==> src/rtl/seq_divider.sv <==
// Iterative restoring divider for DIV/DIVU/MOD/MODU, one quotient bit per clock.
//
// Ports:
//   clk, rst_n   clock and asynchronous active-low reset
//   start        request a division (accepted only when idle)
//   signed_op    1 = signed DIV/MOD, 0 = unsigned DIVU/MODU (sampled with start)
//   flush        abandon the operation in flight
//   a, b         dividend and divisor (sampled with start)
//   busy         high while iterating
//   valid        one-cycle pulse when q/r/div_by_zero are fresh
//   q, r         quotient and remainder, held until the next result
//   div_by_zero  divisor was zero for the current result
module seq_divider #(
  parameter int unsigned WIDTH = 32
) (
  input  logic             clk,
  input  logic             rst_n,
  input  logic             start,
  input  logic             signed_op,
  input  logic             flush,
  input  logic [WIDTH-1:0] a,
  input  logic [WIDTH-1:0] b,
  output logic             busy,
  output logic             valid,
  output logic [WIDTH-1:0] q,
  output logic [WIDTH-1:0] r,
  output logic             div_by_zero
);

  localparam int unsigned CW = (WIDTH > 1) ? $clog2(WIDTH) : 1;

  typedef enum logic [1:0] {StIdle, StCalc, StDone} state_e;

  state_e           state_q, state_d;
  logic [CW-1:0]    cnt_q;
  logic [WIDTH-1:0] rem_q, quo_q, dvsr_q;
  logic             neg_q_q, neg_r_q;
  logic [WIDTH-1:0] q_q, r_q;
  logic             dbz_q;

  logic             accept;
  logic             last_step;
  logic [WIDTH-1:0] abs_a, abs_b;
  logic [WIDTH:0]   shifted;
  logic [WIDTH+1:0] trial;
  logic             trial_ge;
  logic [WIDTH-1:0] rem_nx, quo_nx;

  // flush beats start in idle, so nothing is accepted on a flush cycle
  assign accept    = (state_q == StIdle) && start && !flush;
  assign last_step = (state_q == StCalc) && (cnt_q == CW'(WIDTH - 1));

  always_comb begin
    abs_a = (signed_op && a[WIDTH-1]) ? -a : a;
    abs_b = (signed_op && b[WIDTH-1]) ? -b : b;
  end

  // One restoring step. rem < divisor always holds, so the shifted partial remainder
  // fits in WIDTH+1 bits and the restored value fits back in WIDTH bits.
  always_comb begin
    shifted  = {rem_q, quo_q[WIDTH-1]};
    trial    = {1'b0, shifted} - {2'b00, dvsr_q};
    trial_ge = !trial[WIDTH+1];
    rem_nx   = trial_ge ? trial[WIDTH-1:0] : shifted[WIDTH-1:0];
    quo_nx   = {quo_q[WIDTH-2:0], trial_ge};
  end

  // State register
  always_ff @(posedge clk or negedge rst_n) begin
    if (!rst_n) begin
      state_q <= StIdle;
    end else begin
      state_q <= state_d;
    end
  end

  // Next-state logic
  always_comb begin
    state_d = state_q;
    unique case (state_q)
      StIdle: begin
        if (accept) begin
          state_d = (b == '0) ? StDone : StCalc;
        end
      end
      StCalc: begin
        if (flush) begin
          state_d = StIdle;
        end else if (last_step) begin
          state_d = StDone;
        end
      end
      StDone:  state_d = StIdle;
      default: state_d = StIdle;
    endcase
  end

  // Outputs decoded from state
  always_comb begin
    busy  = 1'b0;
    valid = 1'b0;
    unique case (state_q)
      StCalc:  busy  = 1'b1;
      StDone:  valid = 1'b1;
      default: ;
    endcase
  end

  // Datapath
  always_ff @(posedge clk or negedge rst_n) begin
    if (!rst_n) begin
      cnt_q   <= '0;
      rem_q   <= '0;
      quo_q   <= '0;
      dvsr_q  <= '0;
      neg_q_q <= 1'b0;
      neg_r_q <= 1'b0;
      q_q     <= '0;
      r_q     <= '0;
      dbz_q   <= 1'b0;
    end else if (accept) begin
      cnt_q   <= '0;
      rem_q   <= '0;
      quo_q   <= abs_a;
      dvsr_q  <= abs_b;
      neg_q_q <= signed_op & (a[WIDTH-1] ^ b[WIDTH-1]);
      neg_r_q <= signed_op & a[WIDTH-1];
      dbz_q   <= (b == '0);
      // Zero divisor skips iteration; raw dividend is the remainder, no sign fix-up
      if (b == '0) begin
        q_q <= '1;
        r_q <= a;
      end
    end else if ((state_q == StCalc) && !flush) begin
      rem_q <= rem_nx;
      quo_q <= quo_nx;
      cnt_q <= cnt_q + 1'b1;
      if (last_step) begin
        q_q <= neg_q_q ? -quo_nx : quo_nx;
        r_q <= neg_r_q ? -rem_nx : rem_nx;
      end
    end
  end

  assign q           = q_q;
  assign r           = r_q;
  assign div_by_zero = dbz_q;

endmodule

==> config.mk <==
export PLATFORM = sky130hd
export DESIGN_NAME = seq_divider
export DESIGN_NICKNAME = d
export VERILOG_FILES = /design/src/rtl/seq_divider.sv
export SDC_FILE = /design/constraint.sdc
export NUM_CORES = 1
export LEC_CHECK = 0
export CORE_ASPECT_RATIO = 1.1
export CORE_MARGIN = 2
export CORE_UTILIZATION = 50
export CTS_BUF_LIST = sky130_fd_sc_hd__clkbuf_2
export CTS_CLUSTER_SIZE = 12
export DETAILED_ROUTE_END_ITERATION = 8
export PLACE_DENSITY = 0.77
export SYNTH_ARGS = -nofsm -noshare
export SYNTH_HDL_FRONTEND = slang
export SYNTH_SLANG_ARGS = --single-unit
==> constraint.sdc <==
create_clock -name clk -period 6.3 [get_ports clk]
set_clock_uncertainty 0.15 [all_clocks]
set_input_delay 1.575 -clock clk [delete_from_list [all_inputs] [get_ports clk]]
set_output_delay 1.575 -clock clk [all_outputs]
set_load 0.01 [all_outputs]
==> flow_summary.ini, run 1 <==
[outcome]
status = finished clean

[critical_path]
crit_required_ns = 6.81
crit_path_start = rem_q[3]$_DFFE_PN0P_
crit_path_start_kind = register
path_max_fanout = 22
reg2reg_to = r[28]$_DFFE_PN0P_
endpoint_kind = register
r2r_start = rem_q[3]$_DFFE_PN0P_
r2r_cells = 18
crit_end = r[28]$_DFFE_PN0P_
critical_path_class = reg2reg
rrSetupSlack_ns = 0.96
cp.arrival_ns = 5.85

[logic_synthesis]
synth-seq-area-share_pct = 35.4
yosys_warnings = 0
syn_area_per_cell_um2 = 8.06
yosys.area.top_type = dfrtp_1
async_reset_ff_share_pct = 100
ys_seq_elements = 170
syn_inst = 1492
netlist.area_leader.share_pct = 35.4
yosys_most_used_dff = dfrtp_1
synthesis.area_um2 = 12000
synth_edf_count = 0
ys_top_cells_by_area = dfrtp_1 (35%), nand2_1 (6.9%), o21ai_0 (6.2%)
syn_nets = 1600
synth.distinct_cells = 82

[sta]
fin_setup_tns_ns = 0
tightest_slew_ns = 1.02
relSlewSlack_pct = 31.7
finalCriticalPeriod_ns = 5.34
hold_violations = 0
setup-violations-final = 0
final_max_slew_viol_count = 0
rsz0062_at_grt = no
period_share_pct = 84.8
max_freq_ghz = 0.187

[route]
drc = 0
wirelength_um = 31700
dr.first_iter.drc_count = 818
via_per_inst = 5.93
vias = 11200
first_pass_iters = 6
postRouteAntennaNets = 0
wl_per_cell_um = 16.7

[power_and_ir_drop]
p_per_area_nw_per_um2 = 414
total_power_uw = 5700
peakVddDrop_mv = 0.235
p_leak_uw = 0.00584

[cts]
cts_tree = done
root_buffer = clkbuf_2
clk_pin_slew_ns = 0.25
hold_buffers = 0
cts_buffers = 17
clock_path_buffers = 2
cts_resized = 0
insertion_delay_ns = 0.73
clock_sinks = 170
postCtsSetupBuffers = 0
h-tree-depth = 4

[placed_design]
portBuffers = 135
gp_congestion = 0.904
dp_cells = 1862
hpwl_um = 23900

[grt]
grt_util_all_layers_pct = 25.1
antenna_found_initial = 1
grt_pass1_wl_um = 53000
grt_overflow = 0
first_global_vias = 10700
grt_max_degree = 109

[floorplan]
die_h_um = 167
fp.dieW_um = 152
start_util_pct = 50.9
die_area_um2 = 25300
num_io_pins = 136
coreArea_um2 = 23600
row_count = 59

[finish]
drive_above_1_share_pct = 5.10
final_cell_mix = nand2_1 (222), dfrtp_1 (170), o21ai_0 (150)
nNetsFinal = 1684
final_common_cell = nand2_1
fillers = 2184
seq_area_um2 = 4250
multi_input_area_um2 = 7250
area_growth_syn_to_layout_pct = 14.5
stdcell_count = 1895

[run]
cap_violations = 0

[hold_path]
hp-class = reg2reg
[worst min-delay path by stage]
| stage | cells after the start | startpoint | slack [ns] | endpoint |
|---|---|---|---|---|
| finish | 2 | dvsr_q[14]$_DFFE_PN0P_ | 0.36 | dvsr_q[14]$_DFFE_PN0P_ |
| global route | 2 | dvsr_q[14]$_DFFE_PN0P_ | 0.39 | dvsr_q[14]$_DFFE_PN0P_ |
| CTS | 2 | dvsr_q[19]$_DFFE_PN0P_ | 0.37 | dvsr_q[19]$_DFFE_PN0P_ |
| global placement | 1 | div_by_zero$_DFFE_PN0P_ | 0.31 | div_by_zero$_DFFE_PN0P_ |
| detailed placement | 2 | dvsr_q[7]$_DFFE_PN0P_ | 0.32 | dvsr_q[7]$_DFFE_PN0P_ |
| floorplan | 2 | dvsr_q[10]$_DFFE_PN0P_ | 0.30 | dvsr_q[10]$_DFFE_PN0P_ |
[metrics by stage]
stage,hold slack (ns),util [%],setup WS (ns),cell area (um2)
finish,0.361,58.3,0.959,13800
floorplan,0.300,-,1.09,12000
global placement,0.312,57.3,0.681,13500
CTS,0.370,58.3,0.976,13800
detailed placement,0.323,57.3,0.587,13500
global route,0.389,58.3,0.602,13800
[area by class of cell]
class / instances / area share (%)
diodes: 2 / 0.0363
clock buffers: 17 / 0.618
inverters: 50 / 1.36
flip-flops and latches: 170 / 30.9
repair buffers: 151 / 10.7
multi-input cells: 1186 / 52.6
well taps: 305 / 2.77
clock inverters: 14 / 0.990
[per-layer routing]
layer  vias to the layer above  track usage [%]  part of all wire, %  routed length (um)
li1                       5454                -                    -                   -
met1                      5344             33.9                   44               14100
met2                       408             42.6                   48               15200
met3                        31             3.56                  6.1                1940
met4                         0             6.22                  1.6                 513
met5                         -                0                    0                   0
[critical path, stage by stage (launching register included)]
cell and delay [ns]:
dfrtp_1 0.52, ha_1 0.41, a21oi_1 0.19, nand2_1 0.16
o21ai_4 0.26, a21oi_2 0.14, o2111ai_2 0.40, nand2_2 0.13
buf_4 0.24, o21ai_0 0.42, ha_1 0.30, nand2_1 0.08
or3_1 0.42, o31a_1 0.33, a21o_1 0.27, nor3_4 0.23
nand2_2 0.09, and4_4 0.19, o32a_1 0.34
[sequential cells by signal, summed over array words and instances, names as in the netlist]
register	flops
state_q	2
quo_q	32
q	32
cnt_q	5
div_by_zero	1
neg_r_q	1
dvsr_q	32
neg_q_q	1
r	32
rem_q	32
[where the power goes]
group	leakage [uW]	switching (uW)	total, uW	internal, uW
Clock	0.000123	418	566	148
Combinational	0.00349	2200	3600	1400
Sequential	0.00223	257	1530	1280
[cells by family after synthesis]
kind of cell               Yosys count  share of synthesized area (%)
AOI/OAI and AO/OA                  430                           22.0
and+or+nand+nor                    547                           21.2
DFF                                170                           35.4
xor gates and xnor gates           142                           10.3
buffers and inverters              136                           4.60
adders and majority gates           39                           4.12
muxes                               28                           2.37
[cell usage after synthesis, types with 4 or more instances]
library cell / number
nand4_1: 9
nand3_1: 15
mux2_2: 4
nand2b_1: 10
buf_1: 4
o211ai_1: 7
o31ai_1: 30
and2_1: 11
mux2i_1: 24
dfrtp_1: 170
nor3_1: 34
a211oi_1: 11
xor2_1: 81
or3_1: 23
clkbuf_1: 59
a22o_1: 5
xnor2_1: 61
inv_1: 48
ha_1: 38
nor2_1: 142
o21ai_0: 150
o41ai_1: 9
a21o_1: 15
a21oi_1: 99
o21a_1: 8
or4_1: 14
nor2b_1: 12
a211o_1: 5
buf_2: 19
nand4b_1: 5
nand2_1: 222
o21ai_1: 4
a22oi_1: 5
a41oi_1: 4
nor4_1: 12
and3_1: 11
a31oi_1: 45
Note: power is estimated with default switching activity, not from simulation.
==> run 2: changes to the inputs <==
Settings changed: PLACE_DENSITY 0.77 to 0.8.
Clock period 6.3 ns to 4.7 ns, I/O delays scaled along.
==> flow_summary.ini, run 2 (same netlist as run 1, synthesis figures left out) <==
[floorplan]
start_util_pct = 50.9
num_io_pins = 136
coreArea_um2 = 23600
row_count = 59
die_h_um = 167
fp.dieW_um = 152
die_area_um2 = 25300

[finish]
stdcell_count = 1952
fillers = 2097
nNetsFinal = 1741
final_core_util_pct = 61.1
drive_above_1_share_pct = 9.72
area_growth_syn_to_layout_pct = 20.0
final_common_cell = nand2_1
design_area_um2 = 14400
final_cell_mix = nand2_1 (222), dfrtp_1 (165), o21ai_0 (147)

[route]
wl_per_cell_um = 17.1
drc = 0
wirelength_um = 33300
via_per_inst = 5.92
vias = 11600
postRouteAntennaNets = 0
first_pass_iters = 6
dr.first_iter.drc_count = 1069

[grt]
grt_util_all_layers_pct = 26.0
grt_pass1_wl_um = 54600
first_global_vias = 11000
grt_max_degree = 156
grt_overflow = 0
antenna_found_initial = 1

[sta]
relSlewSlack_pct = 29.8
finalCriticalPeriod_ns = 4.57
hold_slack_ns = 0.177
period_share_pct = 97.2
max_freq_ghz = 0.219
setup-violations-final = 0
rsz0062_at_grt = yes
hold_violations = 0
tightest_slew_ns = 1.05
final_max_slew_viol_count = 0
fin_setup_tns_ns = 0

[cts]
clock_sinks = 170
cts_buffers = 17
root_buffer = clkbuf_2
h-tree-depth = 4
clock_path_buffers = 2
insertion_delay_ns = 0.78
hold_buffers = 0
cts_tree = done
clk_pin_slew_ns = 0.27

[critical_path]
crit_path_start_kind = register
crit_required_ns = 5.26
cp.arrival_ns = 5.13
cp_num_buf_inv = 2
cp_num_cells = 18
endpoint_kind = register
r2r_cells = 18
slowest_delay_ns = 0.49
critical_path_class = reg2reg
path_max_fanout = 7
critical-path-top-delay-family = simple AND/OR/NAND/NOR gates
slowest_stage = dfrtp_1
crit_chain = ha_1 -> nand4_1 -> nor2_2 -> buf_4 -> o2111ai_4 -> nand2_4 -> buf_4 -> nand2_1 -> o21ai_1 -> ha_1 -> nand2_1 -> or3_1 -> o31a_1 -> a21o_1 -> nor3_4 -> nand2_2 -> and4_4 -> o32a_1

[outcome]
status = finished clean

[hold_path]
hp-class = in2async

[placed_design]
hpwl_um = 25000
dp_cells = 1910
portBuffers = 135
dpl_cell_area_um2 = 14000
gp_congestion = 0.941

[power_and_ir_drop]
peakVddDrop_mv = 0.322
p_leak_uw = 0.00617
p_per_area_nw_per_um2 = 581

[run]
cap_violations = 0
-- run 2: cell count changes in the layout (fill, tap and decap cells not counted), moves of 4 or more --
cell,delta
buf_4,+54
ha_2,+7
dfrtp_1,-5
dfrtp_2,+5
clkinvlp_4,-4
ha_1,-10
-- run 2: power breakdown --
part	total [uW]	internal (uW)	switching, uW
clock	937	373	564
combinational	5390	2220	3170
sequential	2060	1710	349
-- run 2: per-stage QoR --
stage | total power, uW | setup slack [ns]
floorplan | 5800 | 0.00314
global placement | 7110 | 0.0189
detailed placement | 7240 | -0.106
CTS | 8180 | 0.0546
global route | 9020 | -0.0317
finish | 8390 | 0.133
-- run 2: area by class of cell --
class,instances,area (um2),share of cell area [%]
multi-input cells,1186,7360,51.0
diodes,1,2.50,0.0173
well taps,305,382,2.64
inverters,50,190,1.32
clock inverters,13,204,1.41
flip-flops and latches,170,4260,29.5
repair buffers,208,1940,13.4
clock buffers,19,95.1,0.659
-- run 2: metal layers --
metal / share of wire, % / up-vias / GRT usage, %
met1: 43 / 5453 / 35.5
li1: - / 5555 / -
met5: 0 / - / 0
met4: 2.8 / 0 / 8.94
met3: 7.1 / 76 / 3.23
met2: 47 / 479 / 42.8
-- run 2: worst reg2reg max path, stage by stage, from the launching register on --
cell and delay [ns]:
dfrtp_1 0.49, ha_1 0.43, nand4_1 0.24, nor2_2 0.24, buf_4 0.16, o2111ai_4 0.13
nand2_4 0.16, buf_4 0.15, nand2_1 0.05, o21ai_1 0.13, ha_1 0.23, nand2_1 0.08
or3_1 0.44, o31a_1 0.28, a21o_1 0.25, nor3_4 0.29, nand2_2 0.10, and4_4 0.19
o32a_1 0.34
-- run 2: final timing paths --
path                                        start                     end  slack [ns]
setup / recovery            rem_q[25]$_DFFE_PN0P_       r[28]$_DFFE_PN0P_        0.13
min in group clk           dvsr_q[16]$_DFFE_PN0P_  dvsr_q[16]$_DFFE_PN0P_        0.36
max in group asynchronous                   rst_n   rem_q[13]$_DFFE_PN0P_        3.30
setup reg to reg            rem_q[25]$_DFFE_PN0P_       r[28]$_DFFE_PN0P_        0.13
hold / removal                              rst_n       q[10]$_DFFE_PN0P_        0.18
hold reg to reg            dvsr_q[16]$_DFFE_PN0P_  dvsr_q[16]$_DFFE_PN0P_        0.36
-- run 2: what timing repair did --
action / in CTS / in global routing
setup endpoints to repair: 0 / 12
gates resized for setup: 0 / 21
buffers inserted: 0 / 9
